[src/rtl/dma_pkg.sv]
// Shared constants for the OAM / CGB VRAM DMA engine: transfer lengths,
// snooped register addresses, bus base addresses and the FSM state type.
// Optional feature macro: DMA_HBLANK_EN adds the H-blank DMA wait state.
package dma_pkg;

    localparam int unsigned OAM_LEN   = 160;
    localparam int unsigned BLOCK_LEN = 16;
    localparam int unsigned START_DLY = 4;

    localparam int unsigned IDX_W = 8;
    localparam int unsigned BLK_W = 4;
    localparam int unsigned DLY_W = 3;
    localparam int unsigned LEN_W = 7;

    localparam logic [15:0] REG_OAM   = 16'hFF46;
    localparam logic [15:0] REG_HDMA1 = 16'hFF51;
    localparam logic [15:0] REG_HDMA2 = 16'hFF52;
    localparam logic [15:0] REG_HDMA3 = 16'hFF53;
    localparam logic [15:0] REG_HDMA4 = 16'hFF54;
    localparam logic [15:0] REG_HDMA5 = 16'hFF55;

    localparam logic [15:0] OAM_BASE  = 16'hFE00;
    localparam logic [15:0] VRAM_BASE = 16'h8000;

    typedef enum logic [3:0] {
        ST_IDLE,
        ST_OAM_WAIT,
        ST_OAM_RD,
        ST_OAM_WR,
        ST_V_START,
        ST_V_RD,
        ST_V_WR,
        ST_V_DONE
`ifdef DMA_HBLANK_EN
        , ST_H_WAIT
`endif
    } dma_state_e;

    // Full VRAM address from the 13-bit destination offset.
    function automatic logic [15:0] vram_addr(input logic [12:0] off);
        return {VRAM_BASE[15:13], off};
    endfunction

endpackage

[src/rtl/dma_regs.sv]
// VRAM DMA register file: snoops CPU writes to FF51-FF55, holds source,
// destination and block count, tracks active/cancelled state, and produces
// the FF55 read value.
// Ports: clk4_2/reset_n; cpu_addr/cpu_wdata/cpu_we snoop; src_step/dst_step/
// block_done from the engine FSM; src/dst/len/active/hdma_mode to the FSM;
// hdma5_rdata (registered FF55 read value).
// Macro DMA_HBLANK_EN enables FF55 bit7 (H-blank arm / cancel).
module dma_regs
    import dma_pkg::*;
(
    input  logic             clk4_2,
    input  logic             reset_n,
    input  logic [15:0]      cpu_addr,
    input  logic [7:0]       cpu_wdata,
    input  logic             cpu_we,
    input  logic             src_step,
    input  logic             dst_step,
    input  logic             block_done,
    output logic [15:0]      src,
    output logic [15:0]      dst,
    output logic [LEN_W-1:0] len,
    output logic             active,
    output logic             hdma_mode,
    output logic [7:0]       hdma5_rdata
);

    logic [12:0]      dst_off, dst_off_n;
    logic [15:0]      src_n;
    logic [LEN_W-1:0] len_n;
    logic             active_n, hdma_n, cancel, cancel_n;
    logic [7:0]       hdma5_n;

    assign dst = vram_addr(dst_off);

    // Next-state for all registers; CPU writes take priority over FSM updates.
    always_comb begin
        src_n     = src;
        dst_off_n = dst_off;
        len_n     = len;
        active_n  = active;
        hdma_n    = hdma_mode;
        cancel_n  = cancel;

        if (src_step) src_n = src + 16'd1;
        if (dst_step) dst_off_n = dst_off + 13'd1;
        if (block_done) begin
            len_n = len - LEN_W'(1);
            if (len == '0) begin
                active_n = 1'b0;
                hdma_n   = 1'b0;
                cancel_n = 1'b0;
            end
        end

        if (cpu_we) begin
            case (cpu_addr)
                REG_HDMA1: src_n[15:8]      = cpu_wdata;
                REG_HDMA2: src_n[7:0]       = {cpu_wdata[7:4], 4'h0};
                REG_HDMA3: dst_off_n[12:8]  = cpu_wdata[4:0];
                REG_HDMA4: dst_off_n[7:0]   = {cpu_wdata[7:4], 4'h0};
                REG_HDMA5: begin
`ifdef DMA_HBLANK_EN
                    if (cpu_wdata[7]) begin
                        len_n    = cpu_wdata[6:0];
                        active_n = 1'b1;
                        hdma_n   = 1'b1;
                        cancel_n = 1'b0;
                    end else if (active && hdma_mode) begin
                        // Cancel: the block in flight still completes.
                        active_n = 1'b0;
                        hdma_n   = 1'b0;
                        cancel_n = 1'b1;
                    end else begin
                        len_n    = cpu_wdata[6:0];
                        active_n = 1'b1;
                        hdma_n   = 1'b0;
                        cancel_n = 1'b0;
                    end
`else
                    len_n    = cpu_wdata[6:0];
                    active_n = 1'b1;
                    cancel_n = 1'b0;
`endif
                end
                default: ;
            endcase
        end

        if (active_n)      hdma5_n = {1'b0, len_n};
        else if (cancel_n) hdma5_n = {1'b1, len_n};
        else               hdma5_n = 8'hFF;
    end

    always_ff @(posedge clk4_2 or negedge reset_n) begin
        if (!reset_n) begin
            src         <= '0;
            dst_off     <= '0;
            len         <= '0;
            active      <= 1'b0;
            hdma_mode   <= 1'b0;
            cancel      <= 1'b0;
            hdma5_rdata <= 8'hFF;
        end else begin
            src         <= src_n;
            dst_off     <= dst_off_n;
            len         <= len_n;
            active      <= active_n;
            hdma_mode   <= hdma_n;
            cancel      <= cancel_n;
            hdma5_rdata <= hdma5_n;
        end
    end

endmodule

[src/rtl/dma_engine.sv]
// OAM DMA (FF46) and CGB VRAM DMA (FF51-FF55) engine. Owns the memory bus
// while transferring: one byte per two clocks (read cycle, write cycle).
// Ports: clk4_2/reset_n; cpu_addr/cpu_wdata/cpu_we register snoop;
// mem_rdata read return; hblank_start/lcd_on from the PPU; dma_addr/
// dma_wdata/dma_we/dma_bus_own bus drive; oam_dma_busy; DMA_start/
// GDMA_finished stall handshake to cpu_top; hdma5_rdata FF55 read value.
// Macro DMA_HBLANK_EN enables H-blank DMA (H_WAIT state).
module dma_engine
    import dma_pkg::*;
(
    input  logic        clk4_2,
    input  logic        reset_n,
    input  logic [15:0] cpu_addr,
    input  logic [7:0]  cpu_wdata,
    input  logic        cpu_we,
    input  logic [7:0]  mem_rdata,
    input  logic        hblank_start,
    input  logic        lcd_on,
    output logic [15:0] dma_addr,
    output logic [7:0]  dma_wdata,
    output logic        dma_we,
    output logic        dma_bus_own,
    output logic        oam_dma_busy,
    output logic        DMA_start,
    output logic        GDMA_finished,
    output logic [7:0]  hdma5_rdata
);

    dma_state_e       state;
    logic [7:0]       oam_hi;
    logic             oam_pend;
    logic [IDX_W-1:0] idx;
    logic [BLK_W-1:0] vidx;
    logic [DLY_W-1:0] dly;

    logic [15:0]      src, dst;
    logic [LEN_W-1:0] len;
    logic             v_active, hdma_mode;

    logic oam_wr_c, oam_state_c, idle_like_c, oam_go_c;
    logic src_step_c, dst_step_c, block_done_c, v_last_c;

    dma_regs u_regs (
        .clk4_2      (clk4_2),
        .reset_n     (reset_n),
        .cpu_addr    (cpu_addr),
        .cpu_wdata   (cpu_wdata),
        .cpu_we      (cpu_we),
        .src_step    (src_step_c),
        .dst_step    (dst_step_c),
        .block_done  (block_done_c),
        .src         (src),
        .dst         (dst),
        .len         (len),
        .active      (v_active),
        .hdma_mode   (hdma_mode),
        .hdma5_rdata (hdma5_rdata)
    );

    assign oam_wr_c    = cpu_we && (cpu_addr == REG_OAM);
    assign oam_state_c = (state == ST_OAM_WAIT) || (state == ST_OAM_RD) || (state == ST_OAM_WR);
`ifdef DMA_HBLANK_EN
    assign idle_like_c = (state == ST_IDLE) || (state == ST_H_WAIT);
`else
    assign idle_like_c = (state == ST_IDLE);
    logic unused_hblank;
    assign unused_hblank = &{1'b0, hblank_start, lcd_on, hdma_mode};
`endif
    // OAM DMA may (re)start only when no VRAM block is on the bus.
    assign oam_go_c = (oam_wr_c && (idle_like_c || oam_state_c)) || (oam_pend && idle_like_c);

    // Source steps after each read, destination after each write, so the
    // address registered on entry to the next phase is already current.
    assign src_step_c   = (state == ST_V_RD);
    assign dst_step_c   = (state == ST_V_WR);
    assign block_done_c = (state == ST_V_DONE);
    assign v_last_c     = !v_active || (len == '0);

    always_ff @(posedge clk4_2 or negedge reset_n) begin
        if (!reset_n) begin
            state         <= ST_IDLE;
            oam_hi        <= '0;
            oam_pend      <= 1'b0;
            idx           <= '0;
            vidx          <= '0;
            dly           <= '0;
            dma_addr      <= '0;
            dma_wdata     <= '0;
            dma_we        <= 1'b0;
            dma_bus_own   <= 1'b0;
            oam_dma_busy  <= 1'b0;
            DMA_start     <= 1'b0;
            GDMA_finished <= 1'b0;
        end else begin
            dma_addr      <= '0;
            dma_wdata     <= '0;
            dma_we        <= 1'b0;
            dma_bus_own   <= 1'b0;
            DMA_start     <= 1'b0;
            GDMA_finished <= 1'b0;

            if (oam_wr_c) oam_hi <= cpu_wdata;
            if (oam_wr_c && !oam_go_c) oam_pend <= 1'b1;

            if (oam_go_c) begin
                state        <= ST_OAM_WAIT;
                dly          <= DLY_W'(START_DLY - 1);
                idx          <= '0;
                oam_pend     <= 1'b0;
                oam_dma_busy <= 1'b1;
            end else begin
                case (state)
                    ST_IDLE: begin
                        if (v_active) begin
`ifdef DMA_HBLANK_EN
                            if (hdma_mode) begin
                                state <= ST_H_WAIT;
                            end else begin
                                state     <= ST_V_START;
                                DMA_start <= 1'b1;
                            end
`else
                            state     <= ST_V_START;
                            DMA_start <= 1'b1;
`endif
                        end
                    end
                    ST_OAM_WAIT: begin
                        if (dly == '0) begin
                            state       <= ST_OAM_RD;
                            dma_addr    <= {oam_hi, idx};
                            dma_bus_own <= 1'b1;
                        end else begin
                            dly <= dly - DLY_W'(1);
                        end
                    end
                    ST_OAM_RD: begin
                        state       <= ST_OAM_WR;
                        dma_addr    <= {OAM_BASE[15:8], idx};
                        dma_wdata   <= mem_rdata;
                        dma_we      <= 1'b1;
                        dma_bus_own <= 1'b1;
                    end
                    ST_OAM_WR: begin
                        if (idx == IDX_W'(OAM_LEN - 1)) begin
                            state        <= ST_IDLE;
                            oam_dma_busy <= 1'b0;
                        end else begin
                            idx         <= idx + IDX_W'(1);
                            state       <= ST_OAM_RD;
                            dma_addr    <= {oam_hi, idx + IDX_W'(1)};
                            dma_bus_own <= 1'b1;
                        end
                    end
                    ST_V_START: begin
                        state       <= ST_V_RD;
                        vidx        <= '0;
                        dma_addr    <= src;
                        dma_bus_own <= 1'b1;
                    end
                    ST_V_RD: begin
                        state       <= ST_V_WR;
                        dma_addr    <= dst;
                        dma_wdata   <= mem_rdata;
                        dma_we      <= 1'b1;
                        dma_bus_own <= 1'b1;
                    end
                    ST_V_WR: begin
                        if (vidx == BLK_W'(BLOCK_LEN - 1)) begin
                            state         <= ST_V_DONE;
                            GDMA_finished <= 1'b1;
                        end else begin
                            vidx        <= vidx + BLK_W'(1);
                            state       <= ST_V_RD;
                            dma_addr    <= src;
                            dma_bus_own <= 1'b1;
                        end
                    end
                    ST_V_DONE: begin
                        if (v_last_c) begin
                            state <= ST_IDLE;
                        end else begin
`ifdef DMA_HBLANK_EN
                            if (hdma_mode) begin
                                state <= ST_H_WAIT;
                            end else begin
                                state     <= ST_V_START;
                                DMA_start <= 1'b1;
                            end
`else
                            state     <= ST_V_START;
                            DMA_start <= 1'b1;
`endif
                        end
                    end
`ifdef DMA_HBLANK_EN
                    ST_H_WAIT: begin
                        // With the LCD off there is no H-blank to wait for.
                        if (!v_active) begin
                            state <= ST_IDLE;
                        end else if (hblank_start || !lcd_on) begin
                            state     <= ST_V_START;
                            DMA_start <= 1'b1;
                        end
                    end
`endif
                    default: state <= ST_IDLE;
                endcase
            end
        end
    end

endmodule

[config.mk]
export PLATFORM = sky130hd
export DESIGN_NAME = dma_engine
export DESIGN_NICKNAME = d
export VERILOG_FILES = /design/src/rtl/dma_pkg.sv /design/src/rtl/dma_regs.sv /design/src/rtl/dma_engine.sv
export SDC_FILE = /design/constraint.sdc
export NUM_CORES = 1
export LEC_CHECK = 0
export ABC_AREA = 1
export CORE_MARGIN = 1
export CORE_UTILIZATION = 40
export DETAILED_ROUTE_END_ITERATION = 16
export PLACE_DENSITY_LB_ADDON = 0.2
export SKIP_LAST_GASP = 1
export SLEW_MARGIN = 20
export SYNTH_ARGS = -nofsm -noshare
export SYNTH_HDL_FRONTEND = slang
export SYNTH_SLANG_ARGS = --single-unit
[constraint.sdc]
create_clock -name clk4_2 -period 2.4 [get_ports clk4_2]
set_clock_uncertainty 0.2 [all_clocks]
set_input_delay 0.24 -clock clk4_2 [delete_from_list [all_inputs] [get_ports clk4_2]]
set_output_delay 0.24 -clock clk4_2 [all_outputs]
set_load 0.05 [all_outputs]
---- Word-level counts from Yosys, hierarchy flattened ----
Index checks and enable logic that the tools add are counted.
word-level totals
  word-level logic and storage cells ...... 134
  register bits ........................... 103
  output and inout port bits .............. 37
cells by class
  bitwise logic cells ..................... 1
  $add $sub $neg .......................... 6
  multiplexer cells ....................... 62
  reductions and logical operators ........ 26
  equality and inequality tests ........... 20
operators by type and width
  operator               count
  $eq 16x16->1 const B   6
  $mux 16                6
  $pmux 16 s6            1
  $mux 8                 9
  $pmux 4 s8             1
  $mux 7                 4
  $mux 13                2
  $mux 1                 25
  $add 16x1->16 const B  1
  $eq 4x3->1 const B     4
  $mux 4                 4
  $add 13x1->13 const B  1
  $mux 3                 4
  $reduce_bool 2->1      5
  $add 8x1->8 const B    1
  $eq 4x2->1 const B     2
  $eq 8x8->1 const B     1
  $pmux 4 s2             1
  $reduce_and 2->1       4
  $logic_not 7->1        1
  $sub 7x1->7 const B    1
  $ne 2x2->1 const B     3
  $logic_or 1x1->1       5
  $mux 5                 1
  17 further kinds       22

---- Logic depth before layout (Yosys ltp) ----
Gate-level depths: netlist of run 1.
  depth in word-level cells ............... 10
  depth in mapped cells ................... 10
  mapped depth without buffers ............ 10

---- By module ----
Synthesis of run 1 repeated with hierarchy kept, for this count alone.
unflattened totals
  cell total of the unflattened synthesis .. 770
  area, all modules ....................... 5,666.7 µm²
modules (own cells, without submodules)
  module      sequential area each (µm²)  cells each  area each (µm²)  instances
  dma_engine  1,401.3                     422         3,019.1          1
  dma_regs    1,161.1                     348         2,647.5          1

---- Worst setup path before layout of run 1 ----
Ideal clock, no wire load.
  path kind ............................... register to register
  from .................................... reg idx[0]
  to ...................................... reg dma_addr[13]
  slack ................................... 663 ps
  required time ........................... 2,086 ps
  cell stages (with the launch flop) ...... 11
  clock period less this slack ............ 1,737 ps
  library setup time ...................... 114 ps
  arrival ................................. 1,423 ps
  path buffers ............................ 0
  cell sequence ........................... dfrtp_1 ha_1 nand3_1 nor2_1 nand2_1 nand2_1 nand2_1 nand2_1 nand3_1 nand2_1 inv_1
on the way
  longest elaborated chain between the ends .. 4
ends and longest elaborated chain
  item                    line               text
  from (decl)             dma_engine.sv:32   logic [IDX_W-1:0] idx;
  from (signal assigned)  dma_engine.sv:149  idx <= idx + IDX_W'(1);
  $eq 8x8->1              dma_engine.sv:145  if (idx == IDX_W'(OAM_LEN - 1)) begin
  $mux 16                 dma_engine.sv:145
  $pmux 16 s6             dma_engine.sv:112  case (state)
  $mux 16                 dma_engine.sv:105  if (oam_go_c) begin
  to (signal assigned)    dma_engine.sv:139  dma_addr <= {OAM_BASE[15:8], idx};
  to (signal assigned)    dma_engine.sv:151  dma_addr <= {oam_hi, idx + IDX_W'(1)};
  to (signal assigned)    dma_engine.sv:158  dma_addr <= src;
  to (decl)               dma_engine.sv:19   output logic [15:0] dma_addr,
No other way between the ends.
A chain may end at the register's enable or synchronous reset.

---- Worst setup path in the final report of run 1 ----
  from .................................... reg idx[0]
  to ...................................... reg dma_addr[9]
Same word-level chain as after synthesis.

==> flow_summary.yaml, run 1 <==
final_layout:
  antenna_cells: 0
  n_fill_cell: 1324
  utilization_pct: 50.7
  fin_nets: 879
  drive_above_1_share_pct: 5.48
  syn2layout_area_growth_pct: 23.4
yosys:
  ys_seq_area_share_pct: 47.1
  yosys.area.top_type_share_pct: 43.2
  synth_edf_count: 0
  post-synth-top-count-cell: "nand2_1"
  synthFlopType: "dfrtp_1"
  netlist_instances: 754
  synthTopCellsByArea: "dfrtp_1 (43%), nand2_1 (17%), inv_1 (6.8%)"
  syn_area_um2: 5440
  synth_common_cells: "nand2_1 (247), inv_1 (98), nor2_1 (97)"
  syn_nets: 799
  yosysTopAreaCell: "dfrtp_1"
  synthArstFlopShare_pct: 100
  avgSynthCellArea_um2: 7.22
  synth_cell_type_count: 33
  yosysWarnings: 0
  synth_seq_cells: 102
die:
  rows: 42
  ios: 74
  die_y_um: 119
  die_x_um: 119
  die_area_um2: 14100
  core_um2: 13200
  start_util_pct: 41.1
global_route:
  antenna_found_initial: 0
  overflow: 0
  track_usage_pct: 21.4
  grt_pass1_vias: 4731
  grt_max_degree: 103
  grt_first_pass_wirelength_mm: 23.4
timing:
  slew_violations: 0
  worst_slew_pin_slew_ps: 611
  setup_viol: 0
  fmax_mhz: 468
  period_minus_slack_ps: 2140
  max_slew_margin_pct: 59.3
  final_hold_viol_count: 0
  finalSetupTns_ps: 0
  final.setup.worst_slack_ps: 262
  min_period_over_period_pct: 89.1
  rsz0062_at_grt: "false"
min_path:
  hp-start: "mem_rdata[5]"
  hold_class: "in2reg"
power_and_ir_drop:
  total_leakage_power_nw: 3.42
  total_power_mw: 3.42
  power.density_nw_per_um2: 510
  peakVddDrop_v: 0.000368
clock_tree:
  clock_path_buffers: 2
  cts.htree.levels: 3
  cts_sinks: 102
  clk-insertion-delay-late_ps: 350
  cts_inserted_buffers: 9
  clkTransAtPathRegs_ps: 70
  cts_tree: "built"
  clockRootBuffer: "clkbuf_16"
placement:
  io_buffer_count: 71
  hpwlAfterDp_mm: 10.7
  post-place-ws_ps: 162
  gp_congestion: 0.920
route:
  vias_per_cell: 4.96
  wl_mm: 14.2
  dr.pass1.iters: 5
  drtIter0Drc: 461
  vias: 5037
  ant_nets: 0
  drc: 0
  detail_route.wl_per_cell_um: 14.0
critical_path:
  crit_type: "reg2reg"
  startpoint: "idx[0]"
  slowest_delay_ps: 410
  crit_slowest_cell: "dfrtp_1"
  worstPathArrival_ps: 2190
  critPathCaptureType: "flop"
  path_max_fanout: 8
  cp_cell_sequence: "ha_1 -> nand3_1 -> nor2_1 -> nand2_1 -> nand2_1 -> nand2_1 -> nand2_1 -> nand2_1 -> nand2_1 -> inv_1"
  rr_startpoint: "idx[0]"
  r2r_slack_ps: 260
  cpMostUsedCell: "nand2_1"
  required_ps: 2450
  cp-start-kind: "flop"
flow_run:
  cap_viol_max_count: 0
status:
  status: "complete, no violations"
## power breakdown
part           switching [mW]  internal (mW)  total, mW  leakage (nW)
Clock                   0.676          0.816       1.49         0.133
Combinational           0.112         0.0788      0.190          2.11
Sequential            0.00868           1.73       1.74          1.18
Total                   0.796           2.63       3.42          3.42
## layout by cell type, fill, tap and decap left out, drive strengths merged
cell type        n
o2111ai          1
dfstp            8
bufinv           1
o21ai           46
clkdlybuf4s50   70
o31ai            2
ha               8
xor2             5
clkinvlp         4
a21boi           1
a22oi            1
nand2          247
a21oi           21
dlygate4sd3      1
nand4           16
xnor2            4
o22ai            3
or2              2
mux2i            1
inv            103
o211ai           1
nor3            13
buf             11
nor2           102
clkbuf          10
o21a             1
a31oi            1
a211oi           1
o21bai           2
nand3           58
dfrtp           94
## routing by layer
metal  up-vias  part of all wire, %  GRT usage [%]
met3        25                  5.0           3.47
li1       2542                    -              -
met1      2307                   47           28.3
met4         0                  2.8           9.81
met2       163                   45           34.3
met5         -                    0              0
## state kept, by name, summed over array words and instances (netlist names)
signal,cells
dma_addr,16
u_regs.src,16
u_regs.dst_off,13
dma_wdata,8
idx,8
oam_hi,8
u_regs.hdma5_rdata,8
u_regs.len,7
vidx,4
dly,3
state,3
DMA_start,1
GDMA_finished,1
dma_bus_own,1
dma_we,1
oam_dma_busy,1
oam_pend,1
u_regs.active,1
u_regs.cancel,1
## final timing paths
check                                     to  depth (start not counted)
worst max-delay path             dma_addr[9]                         10
worst min-delay path            dma_wdata[5]                          3
worst max register to register   dma_addr[9]                         10
worst min register to register     oam_hi[2]                          2
max in group asynchronous           state[2]                          3
min in group asynchronous        dma_addr[6]                          3
## metrics by stage
step           cells  area, um^2  hold WS (ps)
5_1_grt         1015        6720           222
4_1_cts         1015        6720           215
3_3_place_gp     998        6400           150
6_report        1015        6720           225
3_5_place_dp     998        6400           148
2_1_floorplan    754        5440          -256
## timing repair
item,4_1_cts,5_1_grt
gates resized for setup,0,0
buffers inserted,0,0
hold buffers,1,0
hold endpoints to repair,94,0
## logic make-up (layout without fill, tap and decap cells)
family	count (synthesis)	after routing	share of synthesized area [%]
compound gates	81	81	8.03
xor+xnor	9	9	1.45
fa+ha+maj	8	8	1.84
buf+inv	115	200	8.21
flops	102	102	47.1
mux	1	1	0.184
simple gates	438	438	33.2
## layout make-up
cell class	count	area [um^2]	area share [%]
tap	176	220	3.28
sequential	102	2560	38.2
clock inverter	6	71.3	1.06
timing repair buffer	82	818	12.2
clock buffer	10	229	3.41
inverter	102	383	5.70
multi-input combinational	537	2430	36.2
## critical path, delay by kind of cell (launching register included)
family | cells | cell delay, ps
simple gates | 8 | 1180
flops | 1 | 410
fa+ha+maj | 1 | 200
buf+inv | 1 | 40
No activity file was read; power rests on OpenSTA's default activity.
==> run 2, diff against run 1 <==
--- a/config.mk
+++ b/config.mk
@@ -6,8 +6,10 @@
 export NUM_CORES = 1
 export LEC_CHECK = 0
 export ABC_AREA = 1
+export CELL_PAD_IN_SITES_DETAIL_PLACEMENT = 2
+export CELL_PAD_IN_SITES_GLOBAL_PLACEMENT = 2
 export CORE_MARGIN = 1
-export CORE_UTILIZATION = 40
+export CORE_UTILIZATION = 31
 export DETAILED_ROUTE_END_ITERATION = 16
 export PLACE_DENSITY_LB_ADDON = 0.2
 export SKIP_LAST_GASP = 1
==> flow_summary.yaml, run 2 (same netlist as run 1, synthesis figures left out) <==
status:
  status: "complete, no violations"
critical_path:
  slowest_delay_ps: 550
  r2r_cells: 8
  required_ps: 2490
  r2r_slack_ps: 220
  worstPathArrival_ps: 2270
  crit_type: "reg2reg"
  critPathCaptureType: "flop"
  r2r_end: "dma_addr[4]"
  crit_slowest_cell: "dfrtp_1"
  path_max_fanout: 13
  rr_startpoint: "state[2]"
  cp_cell_sequence: "inv_2 -> nor2_2 -> nand2_1 -> inv_2 -> nand2_1 -> o211ai_1 -> nor2_1 -> nor2_1"
  cp-start-kind: "flop"
timing:
  fmax_mhz: 458
  hold_ws_ps: 170
  final.setup.worst_slack_ps: 218
  worst_slew_pin_slew_ps: 515
  setup_viol: 0
  finalSetupTns_ps: 0
  max_slew_margin_pct: 65.5
  final_hold_viol_count: 0
  period_minus_slack_ps: 2180
  rsz0062_at_grt: "false"
  slew_violations: 0
  min_period_over_period_pct: 90.9
power_and_ir_drop:
  total_power_mw: 3.35
  total_leakage_power_nw: 3.46
  power.density_nw_per_um2: 492
  peakVddDrop_v: 0.000346
clock_tree:
  clkTransAtPathRegs_ps: 70
  clock_path_buffers: 2
  cts_tree: "built"
  cts_inserted_buffers: 9
  cts.htree.levels: 3
  post_cts_buffers: 0
  clockRootBuffer: "clkbuf_16"
  clk-insertion-delay-late_ps: 360
  cts_sinks: 102
route:
  top_layer: "met4"
  vias_per_cell: 4.93
  dr_wl_met2_mm: 9.74
  wl_mm: 19.0
  drtIter0Drc: 156
  drc: 0
  wl_met3_um: 483
  detail_route.wl_per_cell_um: 17.7
  vias: 5280
  ant_nets: 0
  dr.pass1.iters: 4
  wl_met1_mm: 8.31
final_layout:
  layout_commonest_cell: "nand2_1"
  final_cells: 1072
  multi_input_area_um2: 2430
  layout_common_cells: "nand2_1 (246), inv_1 (98), nor2_1 (97)"
  n_fill_cell: 2052
  antenna_cells: 0
  seq_area_um2: 2560
  utilization_pct: 39.5
  drive_above_1_share_pct: 6.38
  reg_top3: "dma_addr x16, u_regs.src x16, u_regs.dst_off x13"
  final_area_um2: 6810
  fin_nets: 887
  syn2layout_area_growth_pct: 25.2
die:
  ios: 74
  die_area_um2: 18100
  die_y_um: 134
  start_util_pct: 31.6
  rows: 48
  die_x_um: 134
  core_um2: 17200
global_route:
  overflow: 0
  grt_pass1_vias: 5932
  grt_max_degree: 70
  track_usage_pct: 22.3
  antenna_found_initial: 0
  grt_first_pass_wirelength_mm: 30.8
placement:
  io_buffer_count: 71
  post-place-ws_ps: -15.5
  hpwlAfterDp_mm: 14.7
  dpl_cell_area_um2: 6530
  gp_congestion: 0.824
  place_inst: 1055
min_path:
  hold_class: "in2async"
flow_run:
  cap_viol_max_count: 0
[run 2: cell count changes in the layout (fill, tap and decap cells not counted), sizes merged]
cell / delta
buf: +8
clkinv: +4
clkinvlp: -4
clkbuf: +2
bufinv: -1
inv: -1
[run 2: worst max path at each step]
stage / from / end / slack (ps) / cells past startpoint
finish: state[2] / dma_addr[4] / 220 / 8
global route: state[2] / dma_addr[7] / 80 / 8
CTS: idx[0] / dma_addr[12] / 170 / 10
detailed placement: cpu_addr[1] / DMA_start / -20 / 9
global placement: cpu_addr[15] / DMA_start / 180 / 9
floorplan: idx[0] / dma_addr[13] / 660 / 10
[run 2: cell type report]
cell class | count | share of cell area, %
tap | 225 | 4.13
sequential | 102 | 37.6
multi-input combinational | 537 | 35.7
timing repair buffer | 90 | 12.9
clock inverter | 4 | 0.349
inverter | 102 | 5.62
clock buffer | 12 | 3.62
[run 2: power breakdown]
part	internal, mW	total, mW	switching, mW
clock	0.731	1.41	0.684
combinational	0.0789	0.199	0.120
sequential	1.73	1.74	0.00934
total	2.54	3.35	0.813
[run 2: repair_timing]
| item | CTS | global route |
|---|---|---|
| hold buffers | 1 | 0 |
| gates resized for setup | 0 | 1 |
| endpoints found under the setup margin | 0 | 2 |
| endpoints found under the hold margin | 33 | 0 |
[run 2: per-layer routing]
metal	track usage (%)	up-vias
met5	0	-
met4	8.30	0
met3	2.40	24
met2	41.4	88
met1	26.3	2613
li1	-	2555
[run 2: worst max-delay path, delay by kind of cell, from the launching register on]
family	cells	cell delay, ps
and+or+nand+nor	5	780
DFF	1	550
buffers and inverters	2	470
AOI/OAI and AO/OA	1	110
